[src/rtl/lut_arb_pkg.sv]
// Shared types and helpers for the LUT ROM arbiter.
// Round-robin scan and pointer-advance functions live here.
package lut_arb_pkg;

    localparam int NREQ_MAX = 8;
    localparam int IDXW     = $clog2(NREQ_MAX);

    typedef struct packed {
        logic            valid;
        logic [IDXW-1:0] idx;
        logic            oob;
    } stage_t;

    // Scanning k downward lets the smallest offset from ptr win last.
    function automatic logic [IDXW:0] rr_pick(
        input logic [NREQ_MAX-1:0] mask,
        input logic [IDXW-1:0]     ptr,
        input int                  n
    );
        logic [IDXW:0] r;
        int j;
        r = '0;
        for (int k = NREQ_MAX - 1; k >= 0; k--) begin
            j = (int'(ptr) + k) % n;
            if (k < n && mask[j]) r = {1'b1, IDXW'(j)};
        end
        return r;
    endfunction

    function automatic logic [IDXW-1:0] ptr_next(
        input logic [IDXW-1:0] idx,
        input int              n
    );
        return IDXW'((int'(idx) + 1) % n);
    endfunction

endpackage

[src/rtl/lut_arb_rr_pick.sv]
// Combinational two-winner round-robin picker.
// Port 1 winner is the next requester after port 0's in the same scan.
import lut_arb_pkg::*;

module lut_arb_rr_pick #(
    parameter int NREQ = 4
) (
    input  logic            i_en,
    input  logic [NREQ-1:0] i_valid,
    input  logic [IDXW-1:0] i_ptr,
    output logic            o_found0,
    output logic [IDXW-1:0] o_idx0,
    output logic            o_found1,
    output logic [IDXW-1:0] o_idx1,
    output logic [NREQ-1:0] o_ready
);

    logic [NREQ_MAX-1:0] w_mask;
    logic [NREQ_MAX-1:0] w_mask1;

    always_comb begin
        w_mask = '0;
        w_mask[NREQ-1:0] = i_valid;
        if (!i_en) w_mask = '0;
        {o_found0, o_idx0} = rr_pick(w_mask, i_ptr, NREQ);
        w_mask1 = w_mask;
        if (o_found0) w_mask1[o_idx0] = 1'b0;
        {o_found1, o_idx1} = rr_pick(w_mask1, i_ptr, NREQ);
        o_ready = '0;
        for (int i = 0; i < NREQ; i++) begin
            o_ready[i] = (o_found0 && o_idx0 == IDXW'(i))
                      || (o_found1 && o_idx1 == IDXW'(i));
        end
    end

endmodule

[src/rtl/lut_rom_arbiter.sv]
// Shares a dual-port 1-cycle LUT ROM among NREQ requesters.
// Two grants per cycle; registered responses two cycles after grant.
import lut_arb_pkg::*;

module lut_rom_arbiter #(
    parameter int NREQ     = 4,
    parameter int AWIDTH   = 8,
    parameter int DWIDTH   = 36,
    parameter int MEM_SIZE = 197,
    parameter int CNTW     = 16
) (
    input  logic                     clk,
    input  logic                     reset,
    input  logic [NREQ-1:0]          req_valid,
    input  logic [NREQ*AWIDTH-1:0]   req_addr,
    output logic [NREQ-1:0]          req_ready,
    output logic [NREQ-1:0]          rsp_valid,
    output logic [NREQ*DWIDTH-1:0]   rsp_data,
    output logic [NREQ-1:0]          rsp_err,
    output logic [AWIDTH-1:0]        rom_addr0,
    output logic                     rom_ce0,
    input  logic [DWIDTH-1:0]        rom_q0,
    output logic [AWIDTH-1:0]        rom_addr1,
    output logic                     rom_ce1,
    input  logic [DWIDTH-1:0]        rom_q1,
    output logic [CNTW-1:0]          oob_count,
    output logic                     busy
);

    logic [IDXW-1:0]     r_rr;
    stage_t              r_s1_0;
    stage_t              r_s1_1;
    logic [NREQ-1:0]     r_rsp_valid;
    logic [NREQ*DWIDTH-1:0] r_rsp_data;
    logic [NREQ-1:0]     r_rsp_err;
    logic [CNTW-1:0]     r_oob_cnt;

    logic                w_f0;
    logic                w_f1;
    logic [IDXW-1:0]     w_i0;
    logic [IDXW-1:0]     w_i1;
    logic [AWIDTH-1:0]   w_addr0;
    logic [AWIDTH-1:0]   w_addr1;
    logic                w_oob0;
    logic                w_oob1;
    logic [CNTW:0]       w_cnt_sum;
    logic [CNTW-1:0]     w_cnt_next;

    lut_arb_rr_pick #(.NREQ(NREQ)) u_pick (
        .i_en     (reset),
        .i_valid  (req_valid),
        .i_ptr    (r_rr),
        .o_found0 (w_f0),
        .o_idx0   (w_i0),
        .o_found1 (w_f1),
        .o_idx1   (w_i1),
        .o_ready  (req_ready)
    );

    always_comb begin
        w_addr0 = '0;
        w_addr1 = '0;
        if (w_f0) w_addr0 = req_addr[int'(w_i0)*AWIDTH +: AWIDTH];
        if (w_f1) w_addr1 = req_addr[int'(w_i1)*AWIDTH +: AWIDTH];
        w_oob0 = w_f0 && (int'(w_addr0) >= MEM_SIZE);
        w_oob1 = w_f1 && (int'(w_addr1) >= MEM_SIZE);
        w_cnt_sum = {1'b0, r_oob_cnt} + (CNTW+1)'(w_oob0)
                  + (CNTW+1)'(w_oob1);
        w_cnt_next = w_cnt_sum[CNTW] ? '1 : w_cnt_sum[CNTW-1:0];
    end

    assign rom_addr0 = w_addr0;
    assign rom_addr1 = w_addr1;
    assign rom_ce0   = w_f0 && !w_oob0;
    assign rom_ce1   = w_f1 && !w_oob1;

    always_ff @(posedge clk) begin
        if (!reset) begin
            r_rr        <= '0;
            r_s1_0      <= '0;
            r_s1_1      <= '0;
            r_rsp_valid <= '0;
            r_rsp_data  <= '0;
            r_rsp_err   <= '0;
            r_oob_cnt   <= '0;
        end else begin
            if (w_f1)      r_rr <= ptr_next(w_i1, NREQ);
            else if (w_f0) r_rr <= ptr_next(w_i0, NREQ);
            r_s1_0      <= stage_t'{w_f0, w_i0, w_oob0};
            r_s1_1      <= stage_t'{w_f1, w_i1, w_oob1};
            r_oob_cnt   <= w_cnt_next;
            r_rsp_valid <= '0;
            // Ports never share a requester, so at most one write per slice.
            for (int i = 0; i < NREQ; i++) begin
                if (r_s1_0.valid && r_s1_0.idx == IDXW'(i)) begin
                    r_rsp_valid[i] <= 1'b1;
                    r_rsp_err[i]   <= r_s1_0.oob;
                    r_rsp_data[i*DWIDTH +: DWIDTH] <=
                        r_s1_0.oob ? '0 : rom_q0;
                end
                if (r_s1_1.valid && r_s1_1.idx == IDXW'(i)) begin
                    r_rsp_valid[i] <= 1'b1;
                    r_rsp_err[i]   <= r_s1_1.oob;
                    r_rsp_data[i*DWIDTH +: DWIDTH] <=
                        r_s1_1.oob ? '0 : rom_q1;
                end
            end
        end
    end

    assign rsp_valid = r_rsp_valid;
    assign rsp_data  = r_rsp_data;
    assign rsp_err   = r_rsp_err;
    assign oob_count = r_oob_cnt;
    assign busy      = r_s1_0.valid | r_s1_1.valid | (|r_rsp_valid);

endmodule

[config.mk]
export PLATFORM = sky130hd
export DESIGN_NAME = lut_rom_arbiter
export DESIGN_NICKNAME = d
export VERILOG_FILES = /design/src/rtl/lut_arb_pkg.sv /design/src/rtl/lut_arb_rr_pick.sv /design/src/rtl/lut_rom_arbiter.sv
export SDC_FILE = /design/constraint.sdc
export NUM_CORES = 1
export LEC_CHECK = 0
export BUFFER_PORTS_ARGS = -buffer_cell sky130_fd_sc_hd__buf_2
export CAP_MARGIN = 20
export CORE_ASPECT_RATIO = 1.25
export CORE_MARGIN = 3
export CORE_UTILIZATION = 24
export DETAILED_ROUTE_END_ITERATION = 6
export SETUP_SLACK_MARGIN = 0.1
export SLEW_MARGIN = 20
export SYNTH_ARGS = -nofsm -noshare
export SYNTH_HDL_FRONTEND = slang
export SYNTH_HIERARCHICAL = 1
export SYNTH_SLANG_ARGS = --single-unit
[constraint.sdc]
create_clock -name clk -period 6.1 [get_ports clk]
set_clock_uncertainty 0.05 [all_clocks]
set_input_delay 1.22 -clock clk [delete_from_list [all_inputs] [get_ports clk]]
set_output_delay 1.22 -clock clk [all_outputs]
set_load 0.01 [all_outputs]
=== After elaboration in Yosys (flattened, before gate mapping) ===
Index checks and enable logic that the tools add are counted.
W data, S select, Z words.

* Add/sub/neg operators: 7
* $lt $le $gt $ge: 8
* Equality and inequality tests: 12
* Shift-type cells: 2
* Mux-type cells: 65
* Bitwise gates (word level): 7
* Reductions and logical operators: 40

{| class="wikitable"
|+ Operators by type and width
! cell !! count
|-
| $mux W36 || 10
|-
| $shiftx A32 B7 Y8 || 2
|-
| $mux W4 || 9
|-
| $mux W1 || 31
|-
| $eq A3 B2 Y1 const B || 8
|-
| $mux W8 || 3
|-
| $logic_and A1 B1 Y1 || 21
|-
| $bmux W1 S3 || 6
|-
| $add A16 B1 Y17 || 1
|-
| $add A17 B1 Y17 || 1
|-
| $ge A8 B8 Y1 const B || 2
|-
| $mux W16 || 1
|-
| $lt A3 B5 Y1 const B || 3
|-
| $eq A3 B1 Y1 const B || 4
|-
| $logic_not A3 Y1 || 4
|-
| $reduce_bool A2 Y1 || 5
|-
| $and A8 B8 Y8 || 1
|-
| $not A8 Y8 || 1
|-
| $add A2 B1 Y2 const B || 3
|-
| $reduce_or A2 Y1 || 3
|-
| $add A2 B2 Y2 const B || 2
|-
| $bmux W1 S2 || 2
|-
| $logic_or A1 B1 Y1 || 4
|-
| $lt A2 B4 Y1 const B || 1
|-
| 8 further kinds || 13
|}

* Register bits after elaboration: 180

=== Depth between registers and ports, before layout ===
Gate-level depths: netlist (run 1).

* Word-level depth: 30
* Mapped depth: 19
* Gate-level depth less buffers: 17

=== Modules after synthesis ===
The synthesis (run 1) kept the hierarchy.

{| class="wikitable"
|+ Modules (own cells, without submodules)
! module !! instances !! cells each !! area each (um^2) !! sequential area each (um^2)
|-
| lut_rom_arbiter || 1 || 952 || 8894.8 || 3603.5
|-
| lut_arb_rr_pick || 1 || 85 || 560.5 || 0.0
|}

=== Least setup slack after synthesis (run 1) ===
OpenSTA, ideal clock, no wires.

* Kind: input to output
* Start: input port req_valid[2]
* End: output port rom_ce1
* Data arrival time: 3.988 ns
* Required time: 4.830 ns
* Setup slack: 0.842 ns
* Stages: 13
* Buffers on the path: 2
* Cells stage by stage: buf_6 and2b_2 a311oi_2 o21ai_0 a211o_2 o211a_1 o31a_2 inv_2 buf_4 mux4_1 or3_1 o211ai_2 and2_1

* Cells in the longest elaborated chain, start to end: 28

{| class="wikitable"
|+ Ends and longest elaborated chain
! what !! line !! text
|-
| start: declaration || lut_rom_arbiter.sv:14 || <nowiki>input logic [NREQ-1:0] req_valid,</nowiki>
|-
| $mux W4 * || lut_arb_rr_pick.sv:24 || <nowiki>if (!i_en) w_mask = '0;</nowiki>
|-
| $bmux W1 S3 || lut_arb_pkg.sv:25 || <nowiki>if (k < n && mask[j]) r = {1'b1, IDXW'(j)};</nowiki>
|-
| $mux W1 (not written as such) (2 in series) || lut_arb_pkg.sv:25 ||
|-
| $mux W4 (4 in series) || lut_arb_pkg.sv:25 ||
|-
| $lt A3 B4 Y1 (not written as such) or $ge A3 B1 Y1 (tied branches) || lut_arb_rr_pick.sv:27 || <nowiki>if (o_found0) w_mask1[o_idx0] = 1'b0;</nowiki>
|-
| $logic_and A1 B1 Y1 (not written as such) || lut_arb_rr_pick.sv:27 ||
|-
| $mux W1 (not written as such) || lut_arb_rr_pick.sv:27 ||
|-
| $demux W1 S3 || -- ||
|-
| (+9 left out) || -- ||
|-
| $mux W4 * || lut_arb_pkg.sv:25 ||
|-
| via w_i1[1] || lut_rom_arbiter.sv:41 || <nowiki>logic [IDXW-1:0] w_i1;</nowiki>
|-
| $shiftx A32 B7 Y8 * || lut_rom_arbiter.sv:64 || <nowiki>if (w_f1) w_addr1 = req_addr[int'(w_i1)*AWIDTH +: AWIDTH];</nowiki>
|-
| $mux W8 * || lut_rom_arbiter.sv:64 ||
|-
| $ge A8 B8 Y1 * || lut_rom_arbiter.sv:66 || <nowiki>w_oob1 = w_f1 && (int'(w_addr1) >= MEM_SIZE);</nowiki>
|-
| $logic_and A1 B1 Y1 * || lut_rom_arbiter.sv:66 ||
|-
| $logic_not A1 Y1 * || lut_rom_arbiter.sv:75 || <nowiki>assign rom_ce1 = w_f1 && !w_oob1;</nowiki>
|-
| $logic_and A1 B1 Y1 * || lut_rom_arbiter.sv:75 ||
|-
| end: declaration || lut_rom_arbiter.sv:24 || <nowiki>output logic rom_ce1,</nowiki>
|}

Mark *: on every way through the listed nets, which the timed path passes. The rest lies on a longest branch. The select of a mux whose other input is x is not followed.

=== Final worst setup path (run 1) ===
* Start: input port req_valid[0]
* End: output port rom_ce1

The elaborated chain is that of the path after synthesis.

==> results of run 1 <==
## worst max path at each step
stage                      start  endpoint  slack, ns
floorplan           req_valid[2]   rom_ce1       0.84
global placement    req_valid[3]   rom_ce1       0.22
detailed placement  req_valid[3]   rom_ce1       0.20
CTS                 req_valid[3]   rom_ce1       0.19
global route        req_valid[0]   rom_ce1       0.11
finish              req_valid[0]   rom_ce1       0.27
## tightest hold or removal path: stages, from the launching register on
cell      delay (ns)
dfxtp_1         0.36
inv_1           0.07
a221oi_1        0.06
## state kept, by name (all words and copies together), names as in the netlist
register   flops
r_s1_1         5
oob_count     16
rsp_err        4
r_rr           2
rsp_data     144
rsp_valid      4
r_s1_0         5
## layout by cell type, fill, tap and decap left out, types with 6 or more instances in the layout
cell	n
mux4_2	11
clkbuf_16	17
a21oi_1	17
a211oi_1	294
inv_6	6
buf_2	300
buf_4	20
nor2b_1	183
nand2b_1	40
nor3_1	10
nor2_1	32
mux4_1	6
and2_1	24
nand2_1	19
xnor2_1	7
nand3_1	6
dfxtp_1	178
o21ai_0	9
inv_1	14
## area by class of cell
class,instances,area share
diodes,3,0.000630
clock buffers,17,0.0357
clock inverters,15,0.0141
inverters,16,0.00525
multi-input cells,741,0.450
flip-flops and latches,180,0.302
well taps,492,0.0516
repair buffers,321,0.140
## per-layer routing
metal | wire length [um] | track usage
met5 | 42 | 0
met1 | 14700 | 0.196
met2 | 15900 | 0.256
met4 | 504 | 0.0443
met3 | 2760 | 0.0570
## power by group through the flow
stage	Sequential, uW	Clock [uW]	Combinational [uW]
6_report	1290	1150	635
5_1_grt	1300	1240	698
4_1_cts	1290	1190	635
3_5_place_dp	1310	0	631
3_3_place_gp	1310	0	628
2_1_floorplan	1330	0	386
## through the flow
| step | hold slack [ns] | util | cell area (um2) | worst slack (ns) | std cells |
|---|---|---|---|---|---|
| after floorplan | 0.432 | - | 9460 | 0.842 | 1037 |
| after global placement | 0.468 | 0.293 | 11300 | 0.224 | 1748 |
| after detailed placement | 0.483 | 0.293 | 11300 | 0.195 | 1748 |
| after CTS | 0.494 | 0.308 | 11900 | 0.190 | 1780 |
| after global routing | 0.517 | 0.309 | 11900 | 0.108 | 1783 |
| final | 0.490 | 0.309 | 11900 | 0.271 | 1785 |
## what timing repair did
action / 4_1_cts / 5_1_grt
setup endpoints to repair: 0 / 1
buffers inserted: 0 / 1
resized for setup: 0 / 1
==> reports/metrics.yaml, run 1 <==
period_share: 0.956
crit_path_end_kind: "output port"
synth_warnings: 6
drc: 0
avgRoutedWirePerCell_um: 19.0
internal_power_uw: 2130
comb_power_share: 0.207
clk_pin_slew_ns: 0.07
cp_top_family: "compound AO/OA/AOI/OAI gates"
crit_chain: "buf_2 -> inv_1 -> o21ai_0 -> a2111oi_4 -> nor2_2 -> o211a_1 -> o31a_2 -> inv_2 -> mux4_1 -> or3_1 -> o211ai_4 -> and2_1 -> buf_2"
reg2reg_depth: 17
power_switching_uw: 942
area_delta_synth_final_pct: 26.2
crit_buf_inv: 4
fmax_mhz: 172
grt_max_degree: 86
antenna_found_initial: 5
slew_violations: 0
drive_above_1_share: 0.305
crit_top_cell: "buf_2"
hold_viol: 0
cts_sinks: 180
seqPwrFrac: 0.419
drt-vias-per-instance: 5.07
track_usage: 0.158
grt-ovfl-total: 0
firstDrtPassIters: 4
htree_levels: 4
relSlewSlack: 0.294
rrSetupSlack_ns: 1.07
min-delay-start: "oob_count[14]"
n_fill_cell: 4062
min_path_cells: 2
dpl.hpwl_um: 22300
nets: 1389
syn_area_per_cell_um2: 9.12
swShare: 0.307
period_minus_slack_ns: 5.83
p_total_uw: 3070
hold_class: "flop to flop"
cp-start-kind: "input port"
cp_max_fo: 12
grt_pass1_vias: 8826
multiInputGateArea_um2: 5370
tritoncts: "yes"
crit_slowest_cell: "a2111oi_4"
clockBufferDepth: 2
irDropWorstVdd_v: 0.000177
crit_type: "input port to output port"
postCtsHoldBufs: 0
tightest_slew_ns: 1.06
rsz0062_at_grt: "false"
slowest_delay_ns: 0.56
grt_pass1_wl_um: 52200
tns_ns: 0
power_density_nw_per_um2: 258
cts_made_buffers: 17
pin_count: 301
status: "finished, final reports clean"
worstPathArrival_ns: 4.56
syn_area_um2: 9450
cp.required_ns: 4.83
start_util: 0.245
r2r-start: "r_rr[0]"
die_w_um: 183
finalSetupViolCount: 0
first_iter_violations: 417
num_vias: 9045
cts_root_buffer: "clkbuf_16"
clkLatencyLatePin_ns: 0.46
antenna_left: 0
maxCapViolCount: 0
wl_um: 33900
p_leak_uw: 0.00496
path_depth: 13
port_buffers: 300
clkPwrFrac: 0.375
die-area_um2: 41800
ff_latch_area_um2: 3610
die_h_um: 228
core_um2: 38500
synthCells: 1036
holdPathEnd: "oob_count[14]"
place_congestion: 0.879
num_rows: 80
rr_endpoint: "oob_count[4]"
Note: power is estimated with default switching activity, not from simulation.
==> run 2: changes to the inputs <==
--- a/config.mk
+++ b/config.mk
@@ -5,7 +5,8 @@
 export SDC_FILE = /design/constraint.sdc
 export NUM_CORES = 1
 export LEC_CHECK = 0
-export BUFFER_PORTS_ARGS = -buffer_cell sky130_fd_sc_hd__buf_2
+export ABC_AREA = 1
+export BUFFER_PORTS_ARGS = -buffer_cell sky130_fd_sc_hd__clkbuf_2
 export CAP_MARGIN = 20
 export CORE_ASPECT_RATIO = 1.25
 export CORE_MARGIN = 3
==> reports/metrics.yaml, run 2 <==
placed_cells: 2471
clockBufferDepth: 2
synth_warnings: 6
nets: 2050
cts_root_buffer: "clkbuf_16"
cp_max_fo: 21
place_congestion: 0.885
cp.required_ns: 4.83
period_share: 0.900
die_w_um: 190
dp_slack_ns: 0.196
crit_top_cell: "nand2_1"
clk_pin_slew_ns: 0.07
tritoncts: "yes"
relSlewSlack: 0.200
drt-vias-per-instance: 4.67
setup_ws_ns: 0.610
tightest_slew_ns: 1.20
antenna_left: 0
final_cell_mix: "nand2_1 (601), clkbuf_2 (299), inv_1 (295), nand3_1 (247), dfxtp_1 (177)"
syn_area_per_cell_um2: 6.03
die_h_um: 237
hold_viol: 0
cp-start-kind: "input port"
num_rows: 83
crit_chain: "buf_6 -> nand2_1 -> o21ai_1 -> nand2_1 -> nand2_1 -> clkinv_2 -> o21ai_4 -> nand3_2 -> nand2_1 -> nand2_1 -> nand2_2 -> nand2_2 -> nand4_1 -> nand2_2 -> inv_2 -> nand2_1 -> nand3_1 -> nand2_1 -> nand2_1 -> nand2_1 -> nor2_1 -> nand2_1 -> a21oi_1 -> clkbuf_2"
cts_made_buffers: 17
synthCells: 1694
clkLatencyLatePin_ns: 0.47
irDropWorstVdd_v: 0.000429
hold_class: "flop to flop"
crit_slowest_cell: "inv_2"
fmax_mhz: 182
pin_count: 301
track_usage: 0.191
worstPathArrival_ns: 4.22
firstDrtPassIters: 5
busiest_layer: "met2"
first_iter_violations: 854
slew_violations: 0
start_util: 0.246
maxCapViolCount: 0
port_buffers: 300
rrSetupSlack_ns: 0.92
cts_sinks: 180
syn_area_um2: 10200
rsz0062_at_grt: "false"
period_minus_slack_ns: 5.49
drive_above_1_share: 0.207
slowest_delay_ns: 0.31
grt_pass1_wl_um: 65800
status: "finished, final reports clean"
num_vias: 11700
antenna_cells: 0
post-cts-setup-buffers: 0
core_um2: 41500
grt-ovfl-total: 0
p_leak_uw: 0.00743
met1_usage: 0.220
die-area_um2: 45100
crit_buf_inv: 4
area_delta_synth_final_pct: 24.6
power_density_nw_per_um2: 445
finalSetupViolCount: 0
use_met2: 0.338
cp_top_family: "simple AND/OR/NAND/NOR gates"
avgRoutedWirePerCell_um: 17.6
p_total_uw: 5660
antenna_found_initial: 1
largest_register_ffs: 144
grt_pass1_vias: 11000
postLayoutCoreUtil: 0.306
final_cell_count_no_fill: 2503
grt_max_degree: 84
crit_type: "input port to output port"
tns_ns: 0
layout_commonest_cell: "nand2_1"
crit_path_end_kind: "output port"
dpl.hpwl_um: 29800
drc: 0
met3_usage: 0.0538
wl_um: 44200
htree_levels: 4
n_fill_cell: 4750
==> run 2: cell types whose count changed in the layout (fill, tap and decap cells not counted), sizes merged, moves of 40 or more <==
cell	delta
clkbuf	+299
nand3	+248
nand2b	-40
a211oi	-294
nor2	+67
nor2b	-183
nand2	+600
inv	+288
buf	-304
==> run 2: final cells by class <==
class / count / area, um2 / share of cell area
clock buffer: 17 / 425 / 0.0334
tap: 552 / 691 / 0.0543
multi-input combinational: 1117 / 5060 / 0.398
clock inverter: 15 / 140 / 0.0110
timing repair buffer: 316 / 1650 / 0.129
sequential: 180 / 3610 / 0.283
inverter: 306 / 1150 / 0.0904
==> run 2: metal layers <==
metal / up-vias / part of all wire / routed length, um
li1: 5666 / - / -
met1: 5360 / 0.39 / 17300
met2: 573 / 0.49 / 21600
met3: 83 / 0.089 / 3930
met4: 2 / 0.029 / 1290
met5: - / 0.00025 / 11
==> run 2: through the flow <==
step | hold WS [ns] | instance area, um2
global route | 0.468 | 12700
floorplan | 0.451 | 10200
finish | 0.437 | 12700
CTS | 0.438 | 12700
global placement | 0.418 | 12100
detailed placement | 0.423 | 12200
==> run 2: worst paths after layout <==
kind,startpoint,endpoint,depth (start not counted)
hold reg to reg,rsp_data[62],rsp_data[62],2
hold / removal,rsp_data[62],rsp_data[62],2
setup reg to reg,r_rr[0],oob_count[14],32
setup / recovery,reset,rom_ce1,24
==> run 2: timing repair <==
| item | in CTS | in global routing |
|---|---|---|
| gates resized for setup | 0 | 1 |
| endpoints found under the setup margin | 0 | 4 |
| hold buffers | 0 | 0 |
==> run 2: worst min-delay path: stages, from the launching register on <==
cell and delay [ns]:
dfxtp_1 0.31, nand2_1 0.06, a31oi_1 0.07
==> run 2: report_power, final <==
| part | switching [uW] | internal [uW] | total [uW] |
|---|---|---|---|
| registers | 193 | 1410 | 1600 |
| logic | 2030 | 924 | 2950 |
| clock network | 574 | 541 | 1110 |
==> run 3: changes to the inputs <==
==> constraint.sdc (replaced) <==
create_clock -name clk -period 5.53 [get_ports clk]
set_clock_uncertainty 0.05 [all_clocks]
set_input_delay 1.106 -clock clk [delete_from_list [all_inputs] [get_ports clk]]
set_output_delay 1.106 -clock clk [all_outputs]
set_load 0.01 [all_outputs]
==> reports/metrics.yaml, run 3 (same netlist as run 2, synthesis figures left out) <==
status: "finished, final reports clean"
n_fill_cell: 4687
power_density_nw_per_um2: 492
htree_levels: 4
cp-start-kind: "input port"
hold_viol: 0
clkLatencyLatePin_ns: 0.45
start_util: 0.246
grt_pass1_vias: 11100
setup_ws_ns: 0.515
pin_count: 301
wl_um: 43600
tightest_slew_ns: 1.01
slew_violations: 0
drt-vias-per-instance: 4.62
period_minus_slack_ns: 5.01
fmax_mhz: 199
ff_latch_area_um2: 3610
clockBufferDepth: 2
antenna_left: 0
area_delta_synth_final_pct: 25.1
crit_path_end_kind: "flop"
dpl.hpwl_um: 29700
hold_class: "flop to flop"
layout_commonest_cell: "nand2_1"
num_rows: 83
cp.required_ns: 5.88
timing.hold.ws_ns: 0.436
die-area_um2: 45100
nets: 2055
p_total_uw: 6280
grt_max_degree: 81
slowest_delay_ns: 0.36
track_usage: 0.188
final_cell_count_no_fill: 2508
crit_slowest_cell: "fa_1"
firstDrtPassIters: 5
cp_max_fo: 14
crit_type: "input port to flop"
rsz0062_at_grt: "false"
power_switching_uw: 3080
die_w_um: 190
cts_made_buffers: 17
cts_sinks: 180
irDropWorstVdd_v: 0.000496
tritoncts: "yes"
final_area_um2: 12800
post_dp_cell_area_um2: 12200
antenna_cells: 0
die_h_um: 237
post-cts-setup-buffers: 0
swShare: 0.490
grt-ovfl-total: 0
first_iter_violations: 834
finalSetupViolCount: 0
maxCapViolCount: 0
relSlewSlack: 0.330
period_share: 0.907
core_um2: 41500
worstPathArrival_ns: 5.37
clk_pin_slew_ns: 0.08
port_buffers: 300
seqPwrFrac: 0.280
dp_slack_ns: -0.0531
multiInputGateArea_um2: 5070
crit_top_cell: "nand2_1"
num_vias: 11600
place_congestion: 0.886
placed_cells: 2476
p_leak_uw: 0.00747
final_cell_mix: "nand2_1 (600), clkbuf_2 (299), inv_1 (295), nand3_1 (247), dfxtp_1 (177)"
largest_register_ffs: 144
grt_pass1_wl_um: 65500
avgRoutedWirePerCell_um: 17.4
comb_power_share: 0.526
antenna_found_initial: 1
drc: 0
internal_power_uw: 3210
cts_root_buffer: "clkbuf_16"
drive_above_1_share: 0.209
clkPwrFrac: 0.194
==> run 3: metrics by stage <==
stage / setup TNS [ns] / util
floorplan: 0 / -
global placement: 0 / 0.293
global route: 0 / 0.307
finish: 0 / 0.307
detailed placement: -0.129 / 0.294
CTS: 0 / 0.307
==> run 3: worst max-delay path, delay by kind of cell <==
kind | cells | cell delay [ns]
AO/OA/AOI/OAI | 4 | 0.56
adder cells (fa/ha/maj) | 2 | 0.55
buffers and inverters | 5 | 0.56
AND/OR/NAND/NOR | 21 | 2.56
==> run 3: area by class of cell <==
class | count | share of cell area
clock buffer | 17 | 0.0333
clock inverter | 15 | 0.0111
inverter | 306 | 0.0901
multi-input combinational | 1117 | 0.397
sequential | 180 | 0.283
tap | 552 | 0.0541
timing repair buffer | 321 | 0.132
==> run 3: final timing paths <==
check / startpoint / to / slack (ns) / cells after the start
max: reset / oob_count[10] / 0.52 / 32
min: rsp_data[62] / rsp_data[62] / 0.44 / 2
max reg2reg: r_rr[0] / oob_count[10] / 0.71 / 31
min reg2reg: rsp_data[62] / rsp_data[62] / 0.44 / 2
==> run 3: per-layer routing <==
layer | track usage | vias to the layer above | wire, um
met1 | 0.225 | 5344 | 17900
met4 | 0.0561 | 2 | 687
met5 | 0 | - | 13
li1 | - | 5687 | -
met3 | 0.0435 | 54 | 3390
met2 | 0.334 | 503 | 21600
==> run 3: timing repair <==
item	4_1_cts	5_1_grt
hold buffers	0	0
resized for setup	0	2
endpoints found under the hold margin	0	0
endpoints found under the setup margin	0	14
==> run 3: power groups by stage <==
stage               combinational (uW)  sequential, uW  clock, uW
floorplan                         2050            1810          0
global placement                  3260            1780          0
detailed placement                3310            1790          0
CTS                               3320            1760       1260
global route                      3670            1790       1300
finish                            3310            1760       1220
